==> src/rtl/pattern_scan_ctrl_if.sv <==
// Handshake, control and status bundle for pattern_scan_ctrl.
// master = requester/stream source, slave = scan controller.
interface pattern_scan_ctrl_if #(
  parameter int unsigned MaxLen = 8,
  parameter int unsigned CntW   = 8
);
  logic              cfg_valid;
  logic              cfg_ready;
  logic [MaxLen-1:0] cfg_pattern;
  logic [3:0]        cfg_len;
  logic [CntW-1:0]   cfg_target;
  logic              cfg_overlap;
  logic              start;
  logic              abort;
  logic              in_valid;
  logic              in_bit;
  logic              match;
  logic [CntW-1:0]   count;
  logic              busy;
  logic              done;

  modport master (
    output cfg_valid, cfg_pattern, cfg_len, cfg_target, cfg_overlap,
    output start, abort, in_valid, in_bit,
    input  cfg_ready, match, count, busy, done
  );

  modport slave (
    input  cfg_valid, cfg_pattern, cfg_len, cfg_target, cfg_overlap,
    input  start, abort, in_valid, in_bit,
    output cfg_ready, match, count, busy, done
  );
endinterface

==> src/rtl/pattern_scan_ctrl.sv <==
// Run-time configured serial pattern detector with start/abort sequencing,
// match counting and a target-count completion state.
module pattern_scan_ctrl #(
  parameter int unsigned MaxLen = 8,
  parameter int unsigned CntW   = 8
) (
  input logic               clk_i,
  input logic               reset_i,
  pattern_scan_ctrl_if.slave bus_io
);

  typedef enum logic [1:0] {StIdle, StArmed, StDone} state_e;

  localparam logic [3:0] MaxLenW = 4'(MaxLen);

  state_e            state_q;
  logic              match_q, busy_q, done_q, ready_q;
  logic [CntW-1:0]   count_q;
  logic [MaxLen-2:0] hist_q;
  logic [3:0]        fill_q;
  logic [MaxLen-1:0] pat_q;
  logic [3:0]        len_q;
  logic [CntW-1:0]   tgt_q;
  logic              ovl_q;

  logic [MaxLen-1:0] new_hist;
  logic [MaxLen-1:0] mask;
  logic [3:0]        fill_inc;
  logic [3:0]        len_in;
  logic [CntW-1:0]   cnt_sat;
  logic [CntW:0]     cnt_next_w;
  logic              hit;
  logic              reach;

  always_comb begin
    new_hist = {hist_q, bus_io.in_bit};
    fill_inc = (fill_q >= MaxLenW) ? MaxLenW : fill_q + 4'd1;
    for (int i = 0; i < int'(MaxLen); i++) begin
      mask[i] = (4'(i) < len_q);
    end
    hit        = (fill_inc >= len_q) && (((new_hist ^ pat_q) & mask) == '0);
    cnt_sat    = (&count_q) ? count_q : count_q + CntW'(1);
    // Unsaturated compare so an all-ones target is still reachable.
    cnt_next_w = {1'b0, count_q} + (CntW + 1)'(1);
    reach      = (tgt_q != '0) && (cnt_next_w >= {1'b0, tgt_q});
    if (bus_io.cfg_len == 4'd0) begin
      len_in = 4'd1;
    end else if (bus_io.cfg_len > MaxLenW) begin
      len_in = MaxLenW;
    end else begin
      len_in = bus_io.cfg_len;
    end
  end

  always_ff @(posedge clk_i or posedge reset_i) begin
    if (reset_i) begin
      state_q <= StIdle;
      match_q <= 1'b0;
      busy_q  <= 1'b0;
      done_q  <= 1'b0;
      ready_q <= 1'b1;
      count_q <= '0;
      hist_q  <= '0;
      fill_q  <= '0;
      pat_q   <= '0;
      len_q   <= 4'd1;
      tgt_q   <= '0;
      ovl_q   <= 1'b1;
    end else begin
      match_q <= 1'b0;
      if (bus_io.cfg_valid && ready_q) begin
        pat_q <= bus_io.cfg_pattern;
        len_q <= len_in;
        tgt_q <= bus_io.cfg_target;
        ovl_q <= bus_io.cfg_overlap;
      end
      case (state_q)
        StIdle, StDone: begin
          if (bus_io.abort) begin
            state_q <= StIdle;
            done_q  <= 1'b0;
            busy_q  <= 1'b0;
            ready_q <= 1'b1;
          end else if (bus_io.start) begin
            state_q <= StArmed;
            hist_q  <= '0;
            fill_q  <= '0;
            count_q <= '0;
            done_q  <= 1'b0;
            busy_q  <= 1'b1;
            ready_q <= 1'b0;
          end
        end
        StArmed: begin
          if (bus_io.abort) begin
            state_q <= StIdle;
            busy_q  <= 1'b0;
            ready_q <= 1'b1;
          end else if (bus_io.in_valid) begin
            hist_q <= new_hist[MaxLen-2:0];
            fill_q <= (hit && !ovl_q) ? 4'd0 : fill_inc;
            if (hit) begin
              match_q <= 1'b1;
              count_q <= cnt_sat;
              if (reach) begin
                state_q <= StDone;
                busy_q  <= 1'b0;
                done_q  <= 1'b1;
                ready_q <= 1'b1;
              end
            end
          end
        end
        default: begin
          state_q <= StIdle;
          busy_q  <= 1'b0;
          done_q  <= 1'b0;
          ready_q <= 1'b1;
        end
      endcase
    end
  end

  assign bus_io.match     = match_q;
  assign bus_io.count     = count_q;
  assign bus_io.busy      = busy_q;
  assign bus_io.done      = done_q;
  assign bus_io.cfg_ready = ready_q;

endmodule

==> src/flat_wrapper.sv <==
// flat-port wrapper written by rule: the top's interface ports become plain ports
module pattern_scan_ctrl_flat 
#(
  parameter int unsigned MaxLen = 8,
  parameter int unsigned CntW   = 8
)
  (clk_i, reset_i, bus_io_cfg_valid, bus_io_cfg_pattern, bus_io_cfg_len, bus_io_cfg_target, bus_io_cfg_overlap, bus_io_start, bus_io_abort, bus_io_in_valid, bus_io_in_bit, bus_io_cfg_ready, bus_io_match, bus_io_count, bus_io_busy, bus_io_done);
  pattern_scan_ctrl_if #(.MaxLen(MaxLen), .CntW(CntW)) bus_io_i ();
  input logic clk_i;
  input logic reset_i;
  input wire logic [$bits(bus_io_i.cfg_valid)-1:0] bus_io_cfg_valid;
  input wire logic [$bits(bus_io_i.cfg_pattern)-1:0] bus_io_cfg_pattern;
  input wire logic [$bits(bus_io_i.cfg_len)-1:0] bus_io_cfg_len;
  input wire logic [$bits(bus_io_i.cfg_target)-1:0] bus_io_cfg_target;
  input wire logic [$bits(bus_io_i.cfg_overlap)-1:0] bus_io_cfg_overlap;
  input wire logic [$bits(bus_io_i.start)-1:0] bus_io_start;
  input wire logic [$bits(bus_io_i.abort)-1:0] bus_io_abort;
  input wire logic [$bits(bus_io_i.in_valid)-1:0] bus_io_in_valid;
  input wire logic [$bits(bus_io_i.in_bit)-1:0] bus_io_in_bit;
  output wire logic [$bits(bus_io_i.cfg_ready)-1:0] bus_io_cfg_ready;
  output wire logic [$bits(bus_io_i.match)-1:0] bus_io_match;
  output wire logic [$bits(bus_io_i.count)-1:0] bus_io_count;
  output wire logic [$bits(bus_io_i.busy)-1:0] bus_io_busy;
  output wire logic [$bits(bus_io_i.done)-1:0] bus_io_done;
  assign bus_io_i.cfg_valid = bus_io_cfg_valid;
  assign bus_io_i.cfg_pattern = bus_io_cfg_pattern;
  assign bus_io_i.cfg_len = bus_io_cfg_len;
  assign bus_io_i.cfg_target = bus_io_cfg_target;
  assign bus_io_i.cfg_overlap = bus_io_cfg_overlap;
  assign bus_io_i.start = bus_io_start;
  assign bus_io_i.abort = bus_io_abort;
  assign bus_io_i.in_valid = bus_io_in_valid;
  assign bus_io_i.in_bit = bus_io_in_bit;
  assign bus_io_cfg_ready = bus_io_i.cfg_ready;
  assign bus_io_match = bus_io_i.match;
  assign bus_io_count = bus_io_i.count;
  assign bus_io_busy = bus_io_i.busy;
  assign bus_io_done = bus_io_i.done;
  pattern_scan_ctrl #(.MaxLen(MaxLen), .CntW(CntW)) u_core (.clk_i(clk_i), .reset_i(reset_i), .bus_io(bus_io_i));
endmodule
==> config.mk <==
export PLATFORM = sky130hd
export DESIGN_NAME = pattern_scan_ctrl_flat
export DESIGN_NICKNAME = d
export VERILOG_FILES = /design/src/rtl/pattern_scan_ctrl_if.sv /design/src/rtl/pattern_scan_ctrl.sv /design/src/flat_wrapper.sv
export SDC_FILE = /design/constraint.sdc
export NUM_CORES = 1
export LEC_CHECK = 0
export ABC_AREA = 1
export BUFFER_PORTS_ARGS = -buffer_cell sky130_fd_sc_hd__buf_2
export CORE_MARGIN = 3
export CORE_UTILIZATION = 30
export DETAILED_ROUTE_END_ITERATION = 10
export HOLD_SLACK_MARGIN = 0.1
export PLACE_DENSITY_LB_ADDON = 0.1
export SYNTH_ARGS = -nofsm -noshare
export SYNTH_HDL_FRONTEND = slang
export SYNTH_SLANG_ARGS = --single-unit
==> constraint.sdc <==
create_clock -name clk_i -period 2.2 [get_ports clk_i]
set_clock_uncertainty 0.15 [all_clocks]
set_input_delay 0.55 -clock clk_i [delete_from_list [all_inputs] [get_ports clk_i]]
set_output_delay 0.55 -clock clk_i [all_outputs]
set_load 0.01 [all_outputs]
==> results.cfg, run 1 <==
[outcome]
outcome = finished, violations left
violations = negative setup slack

[clock_network]
cts_tree = yes
cts_made_buffers = 5
clock_path_buffers = 2
clk-insertion-delay-late_ns = 0.29
clk_pin_slew_ns = 0.09
clk_root_buffer_cell = clkbuf_8
htreeDepth = 2
clock_sinks = 46

[global_route]
track_usage = 0.130
grt_max_degree = 33
busiest_layer = met2
use_met2 = 0.205
antenna_found_initial = 0
grt_pass1_vias = 2243
grt_pass1_wl_um = 10500
grtUsageMet1 = 0.186
gr-usage-met3 = 0.0224
grt_remaining_overflow = 0

[routing]
drcViolationCount = 0
drtIter0Drc = 103
num_vias = 2277
antenna_left = 0
first_pass_iters = 4
vias_per_cell = 4.46
drt-total-wl_um = 6180
wl_per_cell_um = 12.1

[worst_setup_path]
critical_path_required_ns = 2.24
arrival_ns = 2.31
worstSetupPathType = reg -> reg
critical_path.startpoint_type = flip-flop
end_kind = flip-flop
crit_fanout = 4

[finish]
diodes = 0
final_nets = 447
fin_cells = 510
fin_util = 0.417
area_growth_pct = 33.1
drive_above_1_share = 0.316
fillers = 881

[pwr]
ir_drop_uv = 342
fin_total_pwr_uw = 3690
leakage_uw = 0.00179
cellPowerDensity_nw_per_um2 = 1060

[timing]
rsz0062_at_grt = yes
slew_viol_final = 0
fin_crit_sh = 1.03
fmax_mhz = 442
worstMarginPinSlew_ns = 0.370
hold_violations = 0
setup_slack_ns = -0.0627
hold_ws_ns = 0.302
setup_viol = 13
max-slew-margin-rel = 0.753
setup-tns-final_ns = -0.269
fin_crit_ns = 2.26

[logic_synthesis]
yosysWarnings = 0
synthDistinctLibCells = 31
synth.avg_cell_area_um2 = 7.73
synthesis.instances = 338
synth_nets = 381
mappedNetlistArea_um2 = 2610
ys_seq_elements = 46
ys_seq_area_frac = 0.442

[floorplanning]
coreArea_um2 = 8340
fp.dieH_um = 99.3
rows = 33
initial_core_util = 0.313
dieArea_um2 = 9860
io_pins = 40
die_x_um = 99.3

[hold_path]
hp-class = in -> reg

[job]
drv_cap = 0

[placed_design]
place.gp.congestion = 0.768
hpwl_um = 4510
dp.cells = 495
io_buffers = 39
through the flow:
step / instance area [µm²] / worst slack, ns
final: 3480 / -0.0627
after global routing: 3480 / -0.233
after CTS: 3310 / -0.132
after detailed placement: 3070 / -0.236
after global placement: 3070 / -0.227
after floorplan: 2610 / 0.00569
final timing paths:
path                                                    start                                  to  slack, ns  cells after the start
max                        u_core.bus_io.count[0]$_DFFE_PP0P_       u_core.state_q[0]$_DFFE_PP0P_      -0.06                     17
max reg2reg                u_core.bus_io.count[0]$_DFFE_PP0P_       u_core.state_q[0]$_DFFE_PP0P_      -0.06                     17
min in group asynchronous                             reset_i  u_core.bus_io.count[7]$_DFFE_PP0P_       0.61                      3
min reg2reg                    u_core.bus_io.busy$_DFFE_PP0P_      u_core.bus_io.busy$_DFFE_PP0P_       0.32                      2
min                                     bus_io_cfg_pattern[5]         u_core.pat_q[5]$_DFFE_PP0P_       0.30                      3
max in group asynchronous                             reset_i         u_core.len_q[0]$_DFFE_PP1P_       0.73                      4
cells in the mapped netlist:
master | number | area [µm²]
clkbuf_1 | 4 | 15.0
a21oi_1 | 7 | 35.0
nor2_1 | 19 | 71.3
nor2_4 | 1 | 11.3
buf_6 | 1 | 11.3
nor4_1 | 1 | 6.26
nand3_1 | 23 | 115
buf_1 | 1 | 3.75
nor2_2 | 2 | 12.5
xor2_1 | 5 | 43.8
xnor2_1 | 2 | 17.5
nand3b_2 | 1 | 11.3
dfstp_2 | 3 | 78.8
o31ai_1 | 1 | 7.51
or2_0 | 1 | 6.26
dfrtp_1 | 43 | 1080
o21ai_0 | 25 | 125
a211oi_2 | 1 | 12.5
buf_2 | 1 | 5.00
nand3_2 | 1 | 10.0
a31oi_1 | 2 | 12.5
nand4_1 | 5 | 31.3
o21ai_2 | 6 | 52.6
ha_1 | 15 | 188
inv_1 | 51 | 191
nand2_2 | 2 | 12.5
inv_2 | 1 | 3.75
nand2_1 | 105 | 394
o22ai_1 | 6 | 37.5
o21bai_1 | 1 | 7.51
or2_2 | 1 | 6.26
worst max-delay path, stage by stage, from the launching register on:
cell     delay, ns
dfrtp_2       0.45
ha_4          0.18
buf_6         0.11
xor2_2        0.14
ha_1          0.29
nand2_1       0.06
nor2_1        0.08
nand2_1       0.07
nand3_2       0.06
nand2_1       0.05
nand2_1       0.05
nand2_1       0.04
nand2_1       0.07
nand2_1       0.06
nand2_2       0.08
nand3_4       0.08
nand2_1       0.08
nand2_1       0.04
registers in the layout, summed over array words and instances, names as in the netlist, 2 cells and up:
| register | count |
|---|---|
| u_core.hist_q | 7 |
| u_core.fill_q | 4 |
| u_core.bus_io.count | 8 |
| u_core.len_q | 4 |
| u_core.tgt_q | 8 |
| u_core.state_q | 2 |
| u_core.pat_q | 8 |
layout by cell type (no fill, tap or decap), types with 7 or more instances in the layout:
cell	count
buf_2	39
nor2_1	15
o21ai_0	22
o21ai_2	7
nand2_1	97
ha_1	10
dfrtp_1	41
inv_1	46
clkbuf_8	8
buf_4	23
nand3_1	17
layer usage:
metal	wire, µm	vias to the layer above	share of wire
li1	-	1201	-
met1	3140	1049	0.51
met2	2830	25	0.46
met5	0	-	0
met4	31	0	0.0050
met3	172	2	0.028
power by group:
group	internal (µW)	leakage (µW)	switching, µW
Combinational	722	0.00114	1060
Clock	318	0.0000575	285
Sequential	1130	0.000593	173
logic make-up (layout without fill, tap and decap cells):
| kind of cell | count (synthesis) | in the layout | synth area share |
|---|---|---|---|
| DFF | 46 | 46 | 0.442 |
| AOI/OAI and AO/OA | 49 | 49 | 0.111 |
| buffers and inverters | 59 | 126 | 0.0881 |
| adders and majority gates | 15 | 15 | 0.0718 |
| xor gates and xnor gates | 7 | 7 | 0.0235 |
| and+or+nand+nor | 162 | 162 | 0.263 |
layout make-up:
class | instances | area [µm²] | area share
clock buffers | 8 | 110 | 0.0317
inverters | 52 | 195 | 0.0561
multi-input cells | 233 | 1450 | 0.417
flip-flops and latches | 46 | 1160 | 0.333
well taps | 105 | 131 | 0.0378
repair buffers | 66 | 434 | 0.125
what timing repair did:
action | in CTS | in global routing
buffers inserted | 4 | 1
gates cloned | 0 | 1
hold buffers | 1 | 0
resized for setup | 20 | 31
setup endpoints to repair | 17 | 18
pin swaps | 8 | 5
endpoints found under the hold margin | 13 | 0
(Power assumes the default switching activity.)
==> inputs of run 2 (changes only) <==
SETUP_SLACK_MARGIN = 0.15   (was default)
==> results.cfg, run 2 (synthesized netlist as in run 1, its figures left out) <==
[placed_design]
place.gp.congestion = 0.806
io_buffers = 39
hpwl_um = 4750
pre_cts_ws_ns = -0.118

[timing]
fin_crit_sh = 1.03
max-slew-margin-rel = 0.709
setup_slack_ns = -0.0609
fin_crit_ns = 2.26
hold_violations = 0
slew_viol_final = 0
fmax_mhz = 442
rsz0062_at_grt = yes
worstMarginPinSlew_ns = 0.436
setup_viol = 9

[global_route]
use_met2 = 0.197
grt_max_degree = 26
antenna_found_initial = 0
track_usage = 0.132
grt_remaining_overflow = 0
gr-usage-met3 = 0.0259
grt_pass1_vias = 2223
busiest_layer = met1
grt_pass1_wl_um = 10600
grtUsageMet1 = 0.197

[clock_network]
cts_tree = yes
htreeDepth = 2
clk-insertion-delay-late_ns = 0.30
clock_path_buffers = 2
clk_root_buffer_cell = clkbuf_8
clk_pin_slew_ns = 0.10
clock_sinks = 46
cts_made_buffers = 5

[finish]
fin_util = 0.417
drive_above_1_share = 0.319
fillers = 898
diodes = 0
final_common_cell = nand2_1
final_cell_mix = nand2_1, inv_1, dfrtp_1
area_growth_pct = 33.0
final_nets = 446

[routing]
drcViolationCount = 0
antenna_left = 0
drtIter0Drc = 85
wl_per_cell_um = 12.3
vias_per_cell = 4.51
drt-total-wl_um = 6250
first_pass_iters = 4
num_vias = 2295

[pwr]
clkPwrFrac = 0.176
swShare = 0.421
ir_drop_uv = 435
p_int_uw = 2160
power_switching_uw = 1570
leakage_uw = 0.00177
pwr-share-comb = 0.470
seq_power_share = 0.354
cellPowerDensity_nw_per_um2 = 1070

[worst_setup_path]
worstSetupPathType = reg -> reg
r2r_slack_ns = -0.06
end_kind = flip-flop
critical_path.startpoint_type = flip-flop
arrival_ns = 2.31
r2r-end = u_core.bus_io.busy$_DFFE_PP0P_
r2r_start = u_core.bus_io.count[1]$_DFFE_PP0P_
critical_path_required_ns = 2.25
crit_fanout = 4
ff2ff_path_depth = 14

[floorplanning]
initial_core_util = 0.313
dieArea_um2 = 9860
die_x_um = 99.3
io_pins = 40
rows = 33
fp.dieH_um = 99.3
coreArea_um2 = 8340

[job]
drv_cap = 0

[outcome]
violations = negative setup slack
outcome = finished, violations left

[hold_path]
hp-class = in -> reg
min_to = u_core.pat_q[7]$_DFFE_PP0P_
min-delay-start = bus_io_cfg_pattern[7]
hold_depth = 3
[run 2: power groups by stage]
stage | combinational, µW | clock, µW | sequential (µW)
2_1_floorplan | 1080 | 0 | 1290
3_3_place_gp | 1480 | 0 | 1320
3_5_place_dp | 1500 | 0 | 1310
4_1_cts | 1680 | 683 | 1310
5_1_grt | 2010 | 712 | 1360
6_report | 1750 | 656 | 1320
[run 2: final cells by class]
cell class,instances,area (µm²),share of cell area
multi-input combinational,234,1460,0.421
sequential,46,1160,0.333
timing repair buffer,64,414,0.119
inverter,52,195,0.0562
tap,105,131,0.0378
clock buffer,5,68.8,0.0198
clock inverter,3,45.0,0.0130
[run 2: timing repair]
action                                 4_1_cts  5_1_grt
gates cloned                                 1        0
setup endpoints to repair                   18       18
hold buffers                                 1        0
setup buffers                                2        1
resized for setup                           27       18
pin swaps                                   16       10
endpoints found under the hold margin       16        0
[run 2: how the worst max path moves through the flow]
stage,start,endpoint,slack (ns),cells after the start
after floorplan,u_core.bus_io.count[1]$_DFFE_PP0P_,u_core.state_q[1]$_DFFE_PP0P_,0.03,17
after global routing,u_core.bus_io.count[0]$_DFFE_PP0P_,u_core.bus_io.busy$_DFFE_PP0P_,-0.28,14
after global placement,u_core.bus_io.count[1]$_DFFE_PP0P_,u_core.state_q[1]$_DFFE_PP0P_,-0.12,17
after CTS,u_core.bus_io.count[1]$_DFFE_PP0P_,u_core.state_q[1]$_DFFE_PP0P_,-0.07,17
final,u_core.bus_io.count[1]$_DFFE_PP0P_,u_core.bus_io.busy$_DFFE_PP0P_,-0.06,14
after detailed placement,u_core.bus_io.count[1]$_DFFE_PP0P_,u_core.state_q[1]$_DFFE_PP0P_,-0.12,17
[run 2: through the flow]
| stage | hold slack, ns | setup TNS [ns] | cell area [µm²] | cells | power (µW) |
|---|---|---|---|---|---|
| floorplan | 0.298 | 0 | 2640 | 338 | 2370 |
| global placement | 0.310 | -0.890 | 3110 | 496 | 2800 |
| detailed placement | 0.312 | -1.30 | 3110 | 496 | 2810 |
| CTS | 0.275 | -0.404 | 3390 | 508 | 3670 |
| global route | 0.289 | -2.64 | 3470 | 509 | 4080 |
| finish | 0.287 | -0.252 | 3470 | 509 | 3720 |
[run 2: worst max-delay path, cell delays in order, from the launching register on]
cell     delay (ns)
dfrtp_2        0.44
ha_4           0.17
nand3_4        0.08
xnor2_2        0.15
ha_1           0.32
a21oi_1        0.18
nand3_2        0.09
nand2_1        0.06
nand2_1        0.05
nand2_1        0.07
nand2_2        0.06
nand2_1        0.08
nand2_2        0.07
nand3_1        0.12
nand2_1        0.07
[run 2: layer usage]
| metal | share of wire | up-vias |
|---|---|---|
| li1 | - | 1207 |
| met1 | 0.52 | 1043 |
| met2 | 0.44 | 41 |
| met3 | 0.036 | 4 |
| met4 | 0.0074 | 0 |
| met5 | 0 | - |
==> inputs of run 3 (changes only) <==
CORE_ASPECT_RATIO = 1.25   (was default)
==> results.cfg, run 3 (synthesized netlist as in run 1, its figures left out) <==
[timing]
hold_violations = 0
slew_viol_final = 0
rsz0062_at_grt = yes
setup_slack_ns = -0.0417
fin_crit_sh = 1.02
setup-tns-final_ns = -0.217
fmax_mhz = 446
max-slew-margin-rel = 0.619
hold_ws_ns = 0.283
worstMarginPinSlew_ns = 0.572
fin_crit_ns = 2.24
setup_viol = 12

[routing]
vias_per_cell = 4.55
drcViolationCount = 0
drt-total-wl_um = 6300
drtIter0Drc = 102
first_pass_iters = 4
wl_per_cell_um = 12.4
antenna_left = 0
num_vias = 2300

[clock_network]
clk_root_buffer_cell = clkbuf_8
htreeDepth = 2
clock_path_buffers = 2
cts_made_buffers = 5
clk-insertion-delay-late_ns = 0.30
clk_pin_slew_ns = 0.09
clock_sinks = 46
cts_tree = yes

[pwr]
cellPowerDensity_nw_per_um2 = 1070
ir_drop_uv = 402
leakage_uw = 0.00179

[global_route]
grt_pass1_wl_um = 10500
busiest_layer = met2
use_met2 = 0.239
grt_remaining_overflow = 0
track_usage = 0.139
gr-usage-met3 = 0.0260
grt_pass1_vias = 2220
grt_max_degree = 32
antenna_found_initial = 0
grtUsageMet1 = 0.176

[worst_setup_path]
crit_top_cell = nand2_1
crit_fanout = 4
arrival_ns = 2.30
critical_path_required_ns = 2.26
end_kind = flip-flop
ff2ff_path_depth = 17
r2r_start = u_core.bus_io.count[1]$_DFFE_PP0P_
slowest_stage = dfrtp_1
r2r_slack_ns = -0.04
worstSetupPathType = reg -> reg
max_stage_delay_ns = 0.44
r2r-end = u_core.state_q[1]$_DFFE_PP0P_
critical_path.startpoint_type = flip-flop
crit_chain = ha_4, nand3_4, xnor2_4, ha_4, nand2_2, nor2_1, nand2_1, nand3_1, nand2_1, nand2_1, nand2_1, nand2_2, nand2_2, nand2_4, nand3_4, nand2_1, nand2_1

[outcome]
violations = negative setup slack
outcome = finished, violations left

[hold_path]
min-delay-start = bus_io_cfg_overlap
hold_depth = 3
min_to = u_core.ovl_q$_DFFE_PP1P_
hp-class = in -> reg

[floorplanning]
initial_core_util = 0.314
coreArea_um2 = 8330
rows = 37
io_pins = 40
die_x_um = 89.5
dieArea_um2 = 9870
fp.dieH_um = 110

[finish]
diodes = 0
final_common_cell = nand2_1
area_growth_pct = 34.0
final_nets = 451
drive_above_1_share = 0.320
final_cell_mix = nand2_1, inv_1, dfrtp_1
fin_util = 0.420

[job]
drv_cap = 0

[placed_design]
place.gp.congestion = 0.784
hpwl_um = 4580
pre_cts_ws_ns = -0.126
io_buffers = 39
==> run 3: changes by cell type in the layout (fill, tap and decap cells not counted), moves of 2 or more <==
cell     before  now
dfrtp_1      40   42
nand3_1      18   16
o22ai_2       4    0
o22ai_1       2    6
nand3_2       2    5
dfrtp_2       3    1
buf_4        21   28
==> run 3: area by class of cell <==
class / count / area [µm²]
fill: 902 / 4830
multi-input combinational: 234 / 1480
sequential: 46 / 1160
timing repair buffer: 69 / 435
inverter: 52 / 198
tap: 97 / 121
clock buffer: 5 / 68.8
clock inverter: 3 / 45.0
==> run 3: worst max-delay path by stage <==
stage	to	startpoint	slack, ns
after floorplan	u_core.state_q[1]$_DFFE_PP0P_	u_core.bus_io.count[1]$_DFFE_PP0P_	0.03
after global placement	u_core.bus_io.busy$_DFFE_PP0P_	u_core.bus_io.count[0]$_DFFE_PP0P_	-0.11
after detailed placement	u_core.bus_io.busy$_DFFE_PP0P_	u_core.bus_io.count[0]$_DFFE_PP0P_	-0.13
after CTS	u_core.bus_io.busy$_DFFE_PP0P_	u_core.bus_io.count[1]$_DFFE_PP0P_	-0.07
after global routing	u_core.bus_io.done$_DFFE_PP0P_	u_core.bus_io.count[1]$_DFFE_PP0P_	-0.19
final	u_core.state_q[1]$_DFFE_PP0P_	u_core.bus_io.count[1]$_DFFE_PP0P_	-0.04
==> run 3: per-stage QoR <==
stage | cells | area, µm² | power, µW
floorplan | 338 | 2640 | 2370
global placement | 487 | 3080 | 2820
detailed placement | 487 | 3080 | 2830
CTS | 504 | 3390 | 3710
global route | 506 | 3500 | 4130
finish | 506 | 3500 | 3760
==> run 3: layer usage <==
layer  vias to the layer above  share of wire
met2                        33           0.51
met5                         -              0
met1                      1047           0.45
li1                       1216              -
met3                         4          0.037
met4                         0         0.0079
==> run 3: critical path, delay by kind of cell (launching register included) <==
family | cells | cell delay [ns]
DFF | 1 | 0.44
xor gates and xnor gates | 1 | 0.18
and+or+nand+nor | 14 | 0.91
adders and majority gates | 2 | 0.46
==> run 3: repair_timing <==
| action | CTS | global route |
|---|---|---|
| resized for setup | 24 | 19 |
| endpoints found under the setup margin | 18 | 18 |
| cloned | 1 | 0 |
| pin swaps | 13 | 16 |
| endpoints found under the hold margin | 16 | 0 |
| buffers inserted | 7 | 2 |
| hold buffers | 1 | 0 |
==> run 3: where the power goes <==
group	leakage, µW	internal, µW	total [µW]	switching, µW
clock network	0.0000504	338	654	316
logic	0.00114	731	1800	1070
registers	0.000594	1130	1300	176
total	0.00179	2200	3760	1560
